**src/rtl/led_share_ctrl.sv**
```systemverilog
// LED ownership arbiter between the NIOS II PIO and four debounced local push buttons.
// A local press preempts the CPU and shows the buttons on the LEDs for a timed hold window.
module led_share_ctrl #(
    parameter int DEBOUNCE_CYCLES = 50000,
    parameter int HOLD_CYCLES     = 25000000
) (
    input  logic       clock,
    input  logic       reset,
    input  logic [3:0] button,
    input  logic [3:0] cpu_led,
    input  logic       cpu_req,
    output logic       cpu_gnt,
    output logic [3:0] btn_db,
    output logic [3:0] btn_evt,
    output logic [3:0] LED
);

    localparam int DB_W = (DEBOUNCE_CYCLES > 1) ? $clog2(DEBOUNCE_CYCLES) : 1;
    localparam int HD_W = (HOLD_CYCLES > 1) ? $clog2(HOLD_CYCLES) : 1;
    localparam logic [DB_W-1:0] DB_LAST = DB_W'(DEBOUNCE_CYCLES - 1);
    localparam logic [HD_W-1:0] HD_LAST = HD_W'(HOLD_CYCLES - 1);

    typedef enum logic [1:0] {
        ST_LOCAL = 2'd0,
        ST_CPU   = 2'd1,
        ST_HOLD  = 2'd2
    } state_t;

    logic [3:0]      sync_p0;
    logic [3:0]      sync_p1;
    logic [3:0]      level_p1;
    logic [DB_W-1:0] db_cnt [4];
    logic [3:0]      btn_db_p3;
    state_t          state;
    logic [HD_W-1:0] hold_cnt;

    function automatic logic [DB_W-1:0] db_inc(input logic [DB_W-1:0] c);
        return (c == DB_LAST) ? c : c + DB_W'(1);
    endfunction

    function automatic logic [HD_W-1:0] hold_dec(input logic [HD_W-1:0] c);
        return (c == '0) ? c : c - HD_W'(1);
    endfunction

    assign level_p1 = ~sync_p1;

    // Stage p0/p1: two-flop synchronizer; resets to the released (high) level
    always_ff @(posedge clock) begin
        if (reset) begin
            sync_p0 <= 4'hF;
            sync_p1 <= 4'hF;
        end else begin
            sync_p0 <= button;
            sync_p1 <= sync_p0;
        end
    end

    // Stage p2/p3: per-bit debounce, then rising-edge event one cycle behind btn_db
    always_ff @(posedge clock) begin
        if (reset) begin
            for (int i = 0; i < 4; i++) begin
                db_cnt[i] <= '0;
            end
            btn_db    <= 4'b0000;
            btn_db_p3 <= 4'b0000;
            btn_evt   <= 4'b0000;
        end else begin
            for (int i = 0; i < 4; i++) begin
                if (level_p1[i] != btn_db[i]) begin
                    if (db_cnt[i] == DB_LAST) begin
                        btn_db[i] <= level_p1[i];
                        db_cnt[i] <= '0;
                    end else begin
                        db_cnt[i] <= db_inc(db_cnt[i]);
                    end
                end else begin
                    db_cnt[i] <= '0;
                end
            end
            btn_db_p3 <= btn_db;
            btn_evt   <= btn_db & ~btn_db_p3;
        end
    end

    // Ownership FSM; grant and LED mux are registered from the current state
    always_ff @(posedge clock) begin
        if (reset) begin
            state    <= ST_LOCAL;
            hold_cnt <= '0;
            cpu_gnt  <= 1'b0;
            LED      <= 4'b0000;
        end else begin
            cpu_gnt <= (state == ST_CPU);
            LED     <= (state == ST_CPU) ? cpu_led : btn_db;
            case (state)
                ST_LOCAL: begin
                    if (cpu_req) begin
                        state <= ST_CPU;
                    end
                end
                ST_CPU: begin
                    if (|btn_evt) begin
                        state    <= ST_HOLD;
                        hold_cnt <= HD_LAST;
                    end else if (!cpu_req) begin
                        state <= ST_LOCAL;
                    end
                end
                ST_HOLD: begin
                    if (|btn_evt) begin
                        hold_cnt <= HD_LAST;
                    end else if (hold_cnt == '0) begin
                        state <= cpu_req ? ST_CPU : ST_LOCAL;
                    end else begin
                        hold_cnt <= hold_dec(hold_cnt);
                    end
                end
                default: begin
                    state    <= ST_LOCAL;
                    hold_cnt <= '0;
                end
            endcase
        end
    end

endmodule
```
**config.mk**
```make
export PLATFORM = sky130hd
export DESIGN_NAME = led_share_ctrl
export DESIGN_NICKNAME = d
export VERILOG_FILES = /design/src/rtl/led_share_ctrl.sv
export SDC_FILE = /design/constraint.sdc
export NUM_CORES = 1
export LEC_CHECK = 0
export ABC_AREA = 1
export CAP_MARGIN = 5
export CORE_MARGIN = 5
export CORE_UTILIZATION = 55
export DETAILED_ROUTE_END_ITERATION = 7
export DONT_BUFFER_PORTS = 1
export PLACE_DENSITY = 0.7
export SYNTH_ARGS = -nofsm -noshare
export SYNTH_HDL_FRONTEND = slang
export SYNTH_SLANG_ARGS = --single-unit
```
**constraint.sdc**
```tcl
create_clock -name clock -period 3.2 [get_ports clock]
set_clock_uncertainty 0.2 [all_clocks]
set_input_delay 0.48 -clock clock [delete_from_list [all_inputs] [get_ports clock]]
set_output_delay 0.48 -clock clock [all_outputs]
set_load 0.005 [all_outputs]
```
==> run_results.csv <==
group,metric,value,unit
timing,fin_crit,2.26,ns
floorplanning,num_io_pins,24,
critical_path,critPathCaptureType,"flip-flop",
drt,antenna_left,0,
clocking,insertion_delay,0.43,ns
logic_synthesis,yosysSeqAreaShare,47.7,%
drt,wl,13300,microns
critical_path,cp.required,3.35,ns
clocking,clk_pin_slew,0.06,ns
flow_run,maxCapViolCount,0,
global_route,grt_max_degree,40,
floorplanning,rows,38,
timing,tightestPinTransition,0.638,ns
timing,rsz0062_at_grt,"no",
logic_synthesis,synth_area,0.00621,sq mm
global_route,antenna_found_initial,0,
critical_path,slowest_delay,0.39,ns
drt,first_pass_iters,5,
pwr,power_per_cell_area,578,mW/mm^2
drt,viasPerCell,5.17,
floorplanning,die_h,116,microns
cells_and_area,layout-drive-gt1-share,7.57,%
run_status,status,"finished, final reports clean",
critical_path,crit_top_cell,"inv_1",
critical_path,critical-path-top-delay-family,"simple AND/OR/NAND/NOR gates",
clocking,cts-resized-gates,0,
critical_path,crit_slowest_cell,"nor2_4",
critical_path,worstPathArrival,2.41,ns
logic_synthesis,yosys-top-cells-count,"nand2_1 (176), nor2_1 (126), inv_1 (95)",
timing,maxSlewHeadroom,57.3,%
drt,num_vias,5300,
hold_path,min_path_type,"primary input to flip-flop",
timing,clock.fmax,0.443,GHz
critical_path,crit_type,"flip-flop to flip-flop",
placement,io_buffers,0,
logic_synthesis,async_reset_ff_share,0,%
logic_synthesis,yosys-top-cells-area,"edfxtp_1 (31%), dfxtp_1 (17%), nand2_1 (11%)",
floorplanning,initial_core_util,56.8,%
clocking,cts.sinks,116,
critical_path,r2r_slack,0.94,ns
floorplanning,coreArea,0.0109,sq mm
cells_and_area,syn2layout_area_growth,16.9,%
logic_synthesis,synth-main-ff-cell,"edfxtp_1",
logic_synthesis,yosysTopAreaCellShare,31.0,%
drt,first_iter_violations,500,
global_route,overflow,0,
pwr,total_power,4.20,mW
clocking,cts_buffers,17,
logic_synthesis,synth.most_common_cell,"nand2_1",
clocking,root_buffer,"clkbuf_16",
logic_synthesis,synthCells,797,
logic_synthesis,synth_edf_count,64,
placement,dpl.hpwl,9050,microns
logic_synthesis,synth_warnings,0,
timing,fin_setup_tns,0,ns
clocking,clk_path_buf_depth,2,
global_route,grt.total_usage,21.3,%
placement,place.gp.congestion,0.880,
timing,hold_violations,0,
critical_path,crit_path_max_fanout,28,
pwr,power_leakage,3.10,nW
global_route,grt_pass1_wl,22400,microns
drt,routedWlPerCell,12.9,microns
drt,drc,0,
pwr,worst_ir_drop_vdd,0.000440,V
cells_and_area,num_antenna_cells,0,
timing,setup_viol,0,
floorplanning,dieArea,0.0135,sq mm
logic_synthesis,yosys.cell_types.count,36,
floorplanning,die_w,116,microns
critical_path,crit_buf_inv,3,
timing,drv_slew,0,
clocking,cts_htree_levels,4,
clocking,cts_tree,"yes",
global_route,grt_pass1_vias,4989,
timing,min_period_over_period,70.5,%
logic_synthesis,yosysTopAreaCell,"edfxtp_1",
logic_synthesis,ys_ff_latch,116,
cells_and_area,nets,892,
logic_synthesis,syn_area_per_cell,7.79,sq um
critical_path,critPathLaunchType,"flip-flop",
critical_path,crit_chain,"inv_1 > ha_1 > buf_4 > inv_1 > nor2_1 > nand3_2 > nand2_4 > nor2_4 > o21ai_0 > a21oi_1",
-- flip-flops by register name (all words and copies together), names as in the netlist --
name / cells
db_cnt: 64
btn_db: 4
state: 2
btn_db_p3: 4
sync_p1: 4
btn_evt: 4
sync_p0: 4
cpu_gnt: 1
hold_cnt: 25
LED: 4
-- layer usage --
layer	share of wire, %	global-route usage (%)	up-vias
met4	2.1	8.66	0
met1	46	26.5	2407
met5	0	0	-
met2	46	34.1	152
met3	6.0	7.05	29
li1	-	-	2712
-- through the flow --
| stage | hold slack, ns | cell area [sq um] | std cells | util (%) | worst slack [ns] |
|---|---|---|---|---|---|
| CTS | 0.0302 | 7260 | 1025 | 66.4 | 0.924 |
| global placement | 0.178 | 6540 | 985 | 59.8 | 0.999 |
| detailed placement | 0.182 | 6540 | 985 | 59.8 | 0.936 |
| floorplan | 0.173 | 6440 | 860 | - | 1.27 |
| global route | 0.0294 | 7260 | 1025 | 66.4 | 0.700 |
| finish | 0.0494 | 7260 | 1025 | 66.4 | 0.942 |
-- cell families (layout without fill, tap and decap cells) --
family	count (synthesis)	count (layout)	share of synthesized area, %
AOI/OAI and AO/OA	101	101	9.25
DFF	116	116	47.7
xor gates and xnor gates	17	17	2.40
other	1	64	0.0604
adders and majority gates	9	9	1.81
and+or+nand+nor	438	438	31.1
muxes	2	2	0.323
buffers and inverters	113	138	7.30
-- cell type report --
class | instances | area [sq um]
clock buffers | 22 | 539
repair buffers | 10 | 105
multi-input cells | 631 | 3030
inverters | 96 | 360
fillers | 928 | 3680
flip-flops and latches | 116 | 2960
clock inverters | 10 | 87.6
well taps | 140 | 175
-- power breakdown --
| group | switching (mW) | total, mW | internal, mW | leakage [nW] |
|---|---|---|---|---|
| logic | 0.355 | 0.537 | 0.183 | 1.71 |
| clock network | 0.694 | 1.96 | 1.27 | 0.306 |
| registers | 0.0583 | 1.70 | 1.64 | 1.08 |
| total | 1.11 | 4.20 | 3.09 | 3.10 |
-- worst paths after layout --
check,cells past startpoint,start,to
hold reg to reg,1,btn_db_p3[3],btn_evt[3]
setup reg to reg,10,state[0],hold_cnt[2]
setup / recovery,10,state[0],hold_cnt[2]
hold / removal,1,cpu_led[2],LED[2]
-- cell usage in the layout, fill, tap and decap left out, drive strengths merged, types with 7 or more instances in the layout --
cell type,n
a21oi,61
clkbuf,22
conb,64
dfxtp,52
dlygate4sd3,7
edfxtp,64
ha,9
inv,97
nand2,180
nand3,45
nand4,12
nor2,130
nor3,37
nor3b,13
o21ai,30
or2,12
xor2,11
-- worst reg2reg max path: stages (launching register included) --
cell and delay, ns:
dfxtp_1 0.38, inv_1 0.08, ha_1 0.20, buf_4 0.20, inv_1 0.09, nor2_1 0.06
nand3_2 0.10, nand2_4 0.19, nor2_4 0.39, o21ai_0 0.15, a21oi_1 0.15
-- timing repair --
item / 4_1_cts / 5_1_grt
hold buffers: 8 / 0
setup buffers: 0 / 0
setup endpoints to repair: 0 / 0
hold endpoints to repair: 42 / 0
Power figures use the tool's default switching activity.
